<file path="config.mk">
export PLATFORM = sky130hd
export DESIGN_NAME = reaction_ctrl
export DESIGN_NICKNAME = d
export VERILOG_FILES = /design/src/rtl/reaction_ctrl.sv
export SDC_FILE = /design/constraint.sdc
export NUM_CORES = 1
export LEC_CHECK = 0
export CAP_MARGIN = 0
export CORE_MARGIN = 2
export CORE_UTILIZATION = 56
export CTS_BUF_LIST = sky130_fd_sc_hd__clkbuf_16
export DETAILED_ROUTE_END_ITERATION = 10
export PLACE_DENSITY = 0.79
export SLEW_MARGIN = 25
export SYNTH_ARGS = -nofsm -noshare
export SYNTH_HDL_FRONTEND = slang
export SYNTH_SLANG_ARGS = --single-unit
</file>
<file path="constraint.sdc">
create_clock -name Clock -period 2.38 [get_ports Clock]
set_input_delay 0.357 -clock Clock [delete_from_list [all_inputs] [get_ports Clock]]
set_output_delay 0.357 -clock Clock [all_outputs]
set_load 0.05 [all_outputs]
</file>
<file path="src/rtl/reaction_ctrl.sv">
`default_nettype none
// ============================================================================
//  Module   : reaction_ctrl
//  Brief    : Control FSM for the reaction-timer datapath. Synchronises and
//             edge-detects the Start/Stop keys, divides the board clock down
//             to the 100 Hz datapath clock and sequences the 2-bit state code
//             idle -> delay -> timing -> display.
//  Options  : REACTION_TIMEOUT_EN - when defined, the timing state is left
//             automatically after TIMEOUT_TICKS ticks with TimedOut set.
//  Revision : 1.0 - initial release
// ============================================================================
module reaction_ctrl #(
    parameter int CLK_HZ        = 50000000,
    parameter int TICK_HZ       = 100,
    parameter int TIMEOUT_TICKS = 99
) (
    input  logic       Clock,
    input  logic       Resetn,
    input  logic       KeyStart,
    input  logic       KeyStop,
    input  logic       flag,
    output logic       Clk100,
    output logic [1:0] state,
    output logic       FalseStart,
    output logic       TimedOut
);

    localparam int                 c_HALF      = CLK_HZ / (2 * TICK_HZ);
    localparam int                 c_DIV_W     = (c_HALF > 1) ? $clog2(c_HALF) : 1;
    localparam logic [c_DIV_W-1:0] c_DIV_MAX   = c_DIV_W'(c_HALF - 1);
    localparam logic [7:0]         c_TMO_TICKS = 8'(TIMEOUT_TICKS);

`ifdef REACTION_TIMEOUT_EN
    localparam bit c_TMO_EN = 1'b1;
`else
    // Timeout gate held off: the tick counter still runs but never forces
    // an exit, so TimedOut can never be set.
    localparam bit c_TMO_EN = 1'b0;
`endif

    typedef enum logic [1:0] {
        S_IDLE    = 2'b00,
        S_DELAY   = 2'b01,
        S_TIMING  = 2'b10,
        S_DISPLAY = 2'b11
    } state_t;

    logic [1:0]         r_start_sync;
    logic [1:0]         r_stop_sync;
    logic               r_start_prev;
    logic               r_stop_prev;
    logic [1:0]         r_flag_sync;
    logic               r_start_pend;
    logic               r_stop_pend;
    logic [c_DIV_W-1:0] r_div;
    logic               r_clk100;
    logic [7:0]         r_tick;
    state_t             r_state;
    logic               r_false_start;
    logic               r_timed_out;

    logic               w_start_press;
    logic               w_stop_press;
    logic               w_div_wrap;
    logic               w_upd;
    logic               w_timeout;
    state_t             w_state_nxt;
    logic               w_fs_nxt;
    logic               w_to_nxt;

    // Key synchronisers (idle high) plus one extra stage for falling-edge detect; flag synchroniser
    always_ff @(posedge Clock or negedge Resetn) begin
        if (!Resetn) begin
            r_start_sync <= 2'b11;
            r_stop_sync  <= 2'b11;
            r_start_prev <= 1'b1;
            r_stop_prev  <= 1'b1;
            r_flag_sync  <= 2'b00;
        end else begin
            r_start_sync <= {r_start_sync[0], KeyStart};
            r_stop_sync  <= {r_stop_sync[0], KeyStop};
            r_start_prev <= r_start_sync[1];
            r_stop_prev  <= r_stop_sync[1];
            r_flag_sync  <= {r_flag_sync[0], flag};
        end
    end

    assign w_start_press = r_start_prev & ~r_start_sync[1];
    assign w_stop_press  = r_stop_prev  & ~r_stop_sync[1];

    // Half-period divider producing the datapath clock
    always_ff @(posedge Clock or negedge Resetn) begin
        if (!Resetn) begin
            r_div    <= '0;
            r_clk100 <= 1'b0;
        end else if (w_div_wrap) begin
            r_div    <= '0;
            r_clk100 <= ~r_clk100;
        end else begin
            r_div    <= r_div + 1'b1;
        end
    end

    assign w_div_wrap = (r_div == c_DIV_MAX);
    // Falling edge of Clk100: state settles half a period before the datapath samples it
    assign w_upd      = w_div_wrap & r_clk100;

    // Sticky press bits; every upd consumes them, but a press landing on the upd cycle carries over
    always_ff @(posedge Clock or negedge Resetn) begin
        if (!Resetn) begin
            r_start_pend <= 1'b0;
            r_stop_pend  <= 1'b0;
        end else if (w_upd) begin
            r_start_pend <= w_start_press;
            r_stop_pend  <= w_stop_press;
        end else begin
            if (w_start_press) r_start_pend <= 1'b1;
            if (w_stop_press)  r_stop_pend  <= 1'b1;
        end
    end

    // Timing-state tick counter: cleared on entry, saturating increment while timing
    always_ff @(posedge Clock or negedge Resetn) begin
        if (!Resetn) begin
            r_tick <= 8'd0;
        end else if (w_upd) begin
            if (r_state != S_TIMING && w_state_nxt == S_TIMING) begin
                r_tick <= 8'd0;
            end else if (r_state == S_TIMING && r_tick != 8'hFF) begin
                r_tick <= r_tick + 8'd1;
            end
        end
    end

    assign w_timeout = c_TMO_EN && (r_tick == c_TMO_TICKS);

    // Next-state and status-flag logic; each state looks only at its own key
    always_comb begin
        w_state_nxt = r_state;
        w_fs_nxt    = r_false_start;
        w_to_nxt    = r_timed_out;
        case (r_state)
            S_IDLE: begin
                if (r_start_pend) w_state_nxt = S_DELAY;
            end
            S_DELAY: begin
                if (r_stop_pend) begin
                    w_state_nxt = S_DISPLAY;
                    w_fs_nxt    = 1'b1;
                end else if (r_flag_sync[1]) begin
                    w_state_nxt = S_TIMING;
                end
            end
            S_TIMING: begin
                if (r_stop_pend) begin
                    w_state_nxt = S_DISPLAY;
                end else if (w_timeout) begin
                    w_state_nxt = S_DISPLAY;
                    w_to_nxt    = 1'b1;
                end
            end
            S_DISPLAY: begin
                if (r_start_pend) begin
                    w_state_nxt = S_IDLE;
                    w_fs_nxt    = 1'b0;
                    w_to_nxt    = 1'b0;
                end
            end
            default: w_state_nxt = S_IDLE;
        endcase
    end

    // State and status registers advance only on upd
    always_ff @(posedge Clock or negedge Resetn) begin
        if (!Resetn) begin
            r_state       <= S_IDLE;
            r_false_start <= 1'b0;
            r_timed_out   <= 1'b0;
        end else if (w_upd) begin
            r_state       <= w_state_nxt;
            r_false_start <= w_fs_nxt;
            r_timed_out   <= w_to_nxt;
        end
    end

    assign Clk100     = r_clk100;
    assign state      = r_state;
    assign FalseStart = r_false_start;
    assign TimedOut   = r_timed_out;

endmodule
`default_nettype wire
</file>
==> results by stage, run 1 <==
Clocking:
- Clock tree synthesis selected as its root buffer the cell sky130_fd_sc_hd__clkbuf_16.
- Counting the buffers created by CTS gives 5.
- The number of H-tree levels is 2.
- The number of clock sinks seen by CTS is 32.
- The maximum clock insertion buffer count is 2.
- The number of setup buffers added after CTS is 0.
- The TritonCTS clock tree is built.
- The clock reaches the later pin of the worst-skew pair after 0.27 ns.
- The clock slew at the register clock pins of the worst setup and hold paths is about 0.050 ns.
- In this run, post-CTS repair resized a total of 0 instances.
- The number of hold buffers added after cts is 0.

Die:
- 10 I/O pins were placed.
- The initial utilization of the core area, before any placement, comes to between 50 and 60%.
- The die span in y is around 55 um.
- The total area inside the core boundary comes to around 0.0025 sq mm.
- The die boundary width is about 55 um.
- The floorplan has 18 rows.
- The floorplan step defined a die boundary enclosing about 0.003 sq mm.

Route:
- Summed over all layers, the routed wires come to between 2000 and 3000 um.
- After detailed routing, the number of vias per cell comes to 5.456.
- Wire segments on met2 add up to 1281 um in the final route.
- After the first detailed-routing iteration, the DRC count stood at 10.
- The met1 wire length is 1163 um.
- In this run the top signal layer used is met4.
- The iteration count of the initial detailed-routing pass is 4.
- The via count is ~920.
- The detail route stage leaves a number of antenna-violating nets equal to 0.
- The residual DRC count is 0.
- In the detailed route, the total length drawn on met3 is between 60 and 70 um.
- After detailed routing, the average wire length per cell comes to between 15 and 20 um.

Final layout:
- The count of cells in the finished layout, fillers not included, comes to around 170.
- The count of nets after finishing is roughly 150.
- The share of final-layout standard cells stronger than drive strength 1 is between 10% and 20%.
- The area growth from synthesis to final layout is 19.60%.
- The number of antenna diodes is 0.

Worst setup path:
- For the worst setup path, the data arrival time is between 1.5 and 2 ns.
- The element type at the critical path end is an output pin.
- The sort of element at the start of the critical path is a flop.
- The worst path buffer plus inverter count is 1.
- The cell with the largest stage delay on the worst path is sky130_fd_sc_hd__clkdlybuf4s50_1.
- The worst setup path is of the flop to output pin kind.
- The worst path required time is about 2 ns.
- The highest fanout seen on the critical path is 6.
- The timing startpoint of the critical path is Clk100.
- The critical path goes through clkdlybuf4s50_1.
- The cell type group with the largest total delay on the critical path is buffers and inverters.
- The largest incremental delay on the critical path is 0.84 ns.
- The launch instance of the worst register-to-register path is r_div[0].

Timing:
- The sum of negative setup slack is 0 ns.
- The portion of the clock cycle consumed by the worst path in the final layout is about four fifths.
- The clock period minus worst slack is 1.902 ns.
- The max-slew violation count is 0.
- The maximum achievable frequency is roughly 0.53 GHz.
- The final-report hold violation count is 0.
- Across the routed clock network, the largest skew measured is between 0.002 and 0.0025 ns.
- Setup repair after global routing left no endpoint under its margin.
- The final-report setup violation count is 0.

Logic synthesis:
- The synthesized instance count is about 120.
- During synthesis, Yosys emitted a total of 0 warnings.
- The synthesized netlist occupies a cell area of 0.001430 sq mm.
- Sequential elements use between 50% and 60% of the synthesized area.
- Yosys mapped the design onto 27 distinct sky130hd cell types.
- The synthesized netlist net count is 134.
- A synthesized cell averages approximately 12 sq um.
- The post-synthesis sequential element count is 32.

Placed design:
- The final weighted congestion in routability-driven placement is a little under 0.8.
- The detailed placer's ending HPWL is ~1700 um.
- The count of buffers added on input and output ports is 8.
- The post-placement cell count is 161.

Power:
- In this run the static leakage power is between 0.0008 and 0.0009 uW.
- The design draws between 1000 and 1500 uW.
- Power spread over the standard cell area amounts to between 700 and 800 mW/mm^2.
- The peak supply drop is ~0.00084 V.

Global routing:
- The pin count of the biggest net entering global routing is 33.
- The initial antenna violation count is 0.
- The number of global-route vias before repair was between 900 and 1,000.
- The total overflow left after global routing is 0.
- The first-pass GRT wire length is between 4000 and 5000 um.
- The all-layer global routing usage is a little over a fifth.

Worst hold path:
- The worst hold path startpoint is r_stop_sync[0].
- The min-delay analysis places its worst path in the category flop to flop.

Run:
- The tool flagged a number of max-cap violations equal to 0.

Status:
- The flow ran to the end, and the final reports show no timing, DRC or antenna violations.
-- area by class of cell --
class                      instances  area (sq um)
clock buffer                       5         125.1
clock inverter                     3         37.54
fill                             174         744.5
inverter                           6         22.52
multi-input combinational         83         584.3
sequential                        32         808.3
tap                               30         37.54
timing repair buffer              10         95.09
-- state kept, by name, indices dropped and copies added, names as in the netlist --
register	cells
r_div	18
r_flag_sync	2
Clk100	1
r_start_sync	2
r_stop_sync	2
r_stop_pend	1
r_start_pend	1
r_start_prev	1
FalseStart	1
state	2
r_stop_prev	1
-- cells in the final DEF, fill, tap and decap left out, types with 3 or more instances in the layout --
cell                              count
sky130_fd_sc_hd__ha_1                 6
sky130_fd_sc_hd__xor2_1              11
sky130_fd_sc_hd__dfstp_2              6
sky130_fd_sc_hd__clkbuf_16            5
sky130_fd_sc_hd__nand2_1              9
sky130_fd_sc_hd__inv_1                6
sky130_fd_sc_hd__clkdlybuf4s50_1      8
sky130_fd_sc_hd__nand3_1              8
sky130_fd_sc_hd__nor2_1              13
sky130_fd_sc_hd__nand4_1              3
sky130_fd_sc_hd__dfrtp_1             26
sky130_fd_sc_hd__and3_1               7
sky130_fd_sc_hd__nand3b_1             3
sky130_fd_sc_hd__xnor2_1              5
-- report_power, final --
group	switching [uW]	internal (uW)	leakage [uW]
clock network	207	485	0.0000789
logic	14.8	7.16	0.000336
registers	2.47	556	0.000397
-- through the flow --
step           setup WS [ns]  area (sq um)  hold slack [ns]  util (%)
2_1_floorplan         0.4440          1430          0.06141         -
3_3_place_gp          0.6621          1548           0.3323     63.05
3_5_place_dp          0.6468          1548           0.3514     63.05
4_1_cts               0.4787          1710           0.3587     69.67
5_1_grt               0.4305          1710           0.3627     69.67
6_report              0.4782          1710           0.3574     69.67
-- cell families after synthesis --
kind of cell               Yosys count  share of synthesized area, %
other                                1                        0.2622
adders and majority gates            6                         5.249
buffers and inverters                8                         2.624
and+or+nand+nor                     49                         19.77
DFF                                 32                         56.52
AOI/OAI and AO/OA                   10                         4.987
muxes                                1                        0.7873
xor gates and xnor gates            16                         9.798
-- metal layers --
layer	global-route usage [%]	vias up
met5	0	-
met4	9.167	0
met3	8.470	5
met2	35.14	15
met1	25.59	456
li1	-	446
-- synthesized netlist by cell type --
cell type	instances	area [sq um]
sky130_fd_sc_hd__dfrtp_1	26	650.6
sky130_fd_sc_hd__a22o_1	2	17.52
sky130_fd_sc_hd__nor2b_1	1	6.260
sky130_fd_sc_hd__inv_1	6	22.52
sky130_fd_sc_hd__o21ai_0	1	5.000
sky130_fd_sc_hd__nand3_1	8	40.04
sky130_fd_sc_hd__nand2_1	9	33.78
sky130_fd_sc_hd__a21oi_1	2	10.01
sky130_fd_sc_hd__nand3b_1	3	22.52
sky130_fd_sc_hd__nor4b_2	2	30.03
sky130_fd_sc_hd__nor3_1	1	5.000
sky130_fd_sc_hd__and3_1	7	43.79
sky130_fd_sc_hd__ha_1	6	75.07
sky130_fd_sc_hd__nor4_4	1	21.27
sky130_fd_sc_hd__buf_4	2	15.01
sky130_fd_sc_hd__nor2_1	13	48.80
sky130_fd_sc_hd__nand4_1	3	18.77
sky130_fd_sc_hd__xor2_1	11	96.34
sky130_fd_sc_hd__mux2_1	1	11.26
sky130_fd_sc_hd__nor3b_2	1	12.51
sky130_fd_sc_hd__xnor2_1	5	43.79
sky130_fd_sc_hd__o2bb2ai_1	1	8.760
sky130_fd_sc_hd__a31oi_1	1	6.260
sky130_fd_sc_hd__a211oi_1	2	15.01
sky130_fd_sc_hd__o22a_1	1	8.760
sky130_fd_sc_hd__dfstp_2	6	157.7
sky130_fd_sc_hd__conb_1	1	3.750
-- worst paths after layout --
check                      slack [ns]  cells after the start        endpoint
max                              0.48                      1          Clk100
min in group asynchronous        0.47                      2        r_div[0]
max reg2reg                      0.61                      6    r_start_pend
min reg2reg                      0.36                      0  r_stop_sync[1]
min                              0.36                      0  r_stop_sync[1]
max in group asynchronous        1.59                      2    r_start_prev
(Power assumes the default switching activity.)
==> run 2, diff against run 1 <==
CORE_UTILIZATION = 51   (was 56)
PLACE_DENSITY = 0.76   (was 0.79)
clock period = 1.74 ns   (was 2.38 ns; I/O delays follow)
==> results by stage, run 2 (synthesis results as in run 1) <==
Route:
- The wire length per cell after detailed routing is 14.34 um (-5.0%).
- The number of violations reported at the end of detailed-routing iteration 0 is 26 (+16).
- The iteration count of the initial detailed-routing pass is 4 (unchanged).
- The via count came to 950 (+3.0%).
- The number of vias per cell after detailed routing is 5.367 (-1.6%).
- The post-detailed-route count of antenna-violating nets is 0 (unchanged).
- The residual DRC count is 0 (unchanged).
- The final wirelength is 2539 um (-0.47%).

Timing:
- The final-report hold violation count is 0 (unchanged).
- Setup repair after global routing could not meet its margin everywhere.
- The maximum clock skew at final layout came to 0.001864 ns (-0.0006220 ns).
- The portion of the clock cycle consumed by the worst path in the final layout is between 90% and 100%.
- The max-slew violation count is 0 (unchanged).
- The clock period minus worst slack is ~1.7 ns.
- The final-report setup violation count is 0 (unchanged).
- The sum of negative setup slack is 0 ns (unchanged).
- Timing would allow up to roughly 0.60 GHz.

Clocking:
- TritonCTS built the clock tree.
- The post-CTS resize count came to 0 (unchanged).
- The clock latency on the worst-skew pair is 0.28 ns (about the same).
- The clock slew at the register clock pins of the worst setup and hold paths is 0.05 ns (about the same).
- The number of clock sinks seen by CTS is 32 (unchanged).
- The maximum clock insertion buffer count is 2 (unchanged).
- The number of buffers created by CTS is 5 (unchanged).
- The number of hold buffers added after cts was 0 (unchanged).
- The number of H-tree levels is 2 (unchanged).
- Clock tree synthesis selected as its root buffer the cell sky130_fd_sc_hd__clkbuf_16.
- The number of setup buffers added after CTS is 0 (unchanged).

Final layout:
- The top cell types in the final layout, fill and taps aside, are 24 x sky130_fd_sc_hd__dfrtp_1, 13 x sky130_fd_sc_hd__buf_4, 12 x sky130_fd_sc_hd__nor2_1, 11 x sky130_fd_sc_hd__xor2_1, 9 x sky130_fd_sc_hd__nand2_1.
- The count of nets after finishing was 156 (+4.7%).
- r_div holds more flip-flops than any other register.
- The utilization after layout came to 65.93% (-3.7 points).
- Compared with the post-synthesis result, the final layout area differs by 24.93%.
- The leading cell type in the layout, fill and taps excluded is sky130_fd_sc_hd__dfrtp_1.
- The share of final-layout standard cells stronger than drive strength 1 is 28.77% (+16 points).
- The number of flip-flops under the largest register name came to 18 (unchanged).
- The number of antenna diodes is 0 (unchanged).

Worst setup path:
- The cell type group with the largest total delay on the critical path is simple AND/OR/NAND/NOR gates.
- The internal reg-to-reg setup slack was 0.07 ns (-0.54 ns).
- The worst setup path is captured at a flop.
- The worst path required time came to 1.90 ns (-0.12 ns).
- The critical path goes through nor4b_2 > nand2_1 > nor4_4 > buf_4 > nand2_1 > a22o_1.
- The worst path buffer plus inverter count is 1 (unchanged).
- The worst endpoint data arrival time was 1.83 ns (+0.29 ns).
- The largest individual stage delay along the critical path comes from the cell sky130_fd_sc_hd__dfrtp_1.
- The largest incremental delay on the critical path is 0.39 ns (-0.45 ns).
- The startpoint-to-endpoint class of the critical path is flop to flop.
- Counting stages on the worst path, the most repeated cell is sky130_fd_sc_hd__nand2_1.
- The highest fanout seen on the critical path was 14 (+8).
- The sort of element at the start of the critical path is a flop.

Die:
- The number of placed I/O pins is 10 (unchanged).
- The count of standard-cell rows is 19 (+1).
- The area of the core was 0.002710 sq mm (+10%).
- The die boundary width is 56.96 um (+4.4%).
- The total die area is 0.003244 sq mm (+9.1%).
- The initial cell density of the core is 52.77% (-5.5 points).
- The die span in y was 56.96 um (+4.4%).

Power:
- The internal power component is 1442 uW (+38%).
- The power density over the cells is 992.6 mW/mm^2 (+33%).
- The sequential fraction of design power was 43.0% (-0.9 points).
- The peak supply drop is 0.001101 V (+32%).
- The net switching power is 331.2 uW (+47%).
- The fraction of power consumed by combinational cells is 1.8% (about the same).
- The part of the power in the clock network is 55.2% (+0.8 points).
- The net switching fraction of the power is 18.68% (+1.0 points).
- The reported leakage power is 0.0008497 uW (+4.7%).

Global routing:
- The initial antenna violation count came to 0 (unchanged).
- The overall overflow remaining after global route came to 0 (unchanged).
- The number of global-route vias before repair is 981 (+0.82%).
- The pin count of the biggest net entering global routing was 23 (-30%).
- The all-layer global routing usage came to 19.30% (-2.4 points).
- The first-pass GRT wire length is 4567 um (+5.9%).

Run:
- The number of violations of the max-capacitance limit is 0 (unchanged).

Worst hold path:
- The worst hold path belongs to the class primary input to asynchronous set/reset pin.

Placed design:
- The final weighted congestion in routability-driven placement is 0.7918 (+1.5%).
- The detailed placer's ending HPWL is 1713 um (+3.0%).
- The count of input and output buffers is 8 (unchanged).

Status:
- The flow ran to the end, and the final reports show no timing, DRC or antenna violations.
## run 2: final timing paths
| check | startpoint | to | cells after the start |
|---|---|---|---|
| worst max-delay path | r_div[6] | r_start_pend | 6 |
| worst min-delay path | Resetn | r_div[1] | 2 |
| worst max register to register | r_div[6] | r_start_pend | 6 |
| worst min register to register | r_flag_sync[0] | r_flag_sync[1] | 0 |
| max in group asynchronous | Resetn | r_stop_prev | 2 |
| min in group Clock | r_flag_sync[0] | r_flag_sync[1] | 0 |
## run 2: per-stage QoR
step           hold slack [ns]  instance area (sq um)  cells  power, uW  setup slack [ns]
6_report                0.3115                   1787    177       1774           0.07280
5_1_grt                 0.3395                   1787    177       1831          -0.03660
4_1_cts                 0.3119                   1762    177       1794           0.01309
3_5_place_dp            0.3458                   1594    169      808.7           0.07650
3_3_place_gp            0.3418                   1594    169      807.0            0.1089
2_1_floorplan         -0.03459                   1433    123      782.3          0.001831
## run 2: area by class of cell
type | instances | area [sq um]
sequential | 32 | 810.8
tap | 31 | 38.79
multi-input combinational | 83 | 609.3
timing repair buffer | 17 | 137.6
fill | 204 | 923.4
clock buffer | 5 | 125.1
clock inverter | 3 | 42.54
inverter | 6 | 22.52
## run 2: per-layer routing
metal / part of all wire, % / GRT usage, %
met1: 44 / 24.35
met4: 2.9 / 12.29
met5: 0 / 0
met2: 49 / 28.08
met3: 3.9 / 7.256
## run 2: power groups by stage
stage / registers [uW] / logic, uW / clock network (uW)
2_1_floorplan: 775 / 7.66 / 0
3_3_place_gp: 775 / 32.1 / 0
3_5_place_dp: 776 / 33.1 / 0
4_1_cts: 763 / 33.1 / 998
5_1_grt: 764 / 36.5 / 1030
6_report: 763 / 32.0 / 978
## run 2: worst register-to-register path: cells and delay by family, from the launching register on
kind,cells,cell delay (ns)
simple gates,4,0.70
buf+inv,1,0.24
flops,1,0.39
compound gates,1,0.22
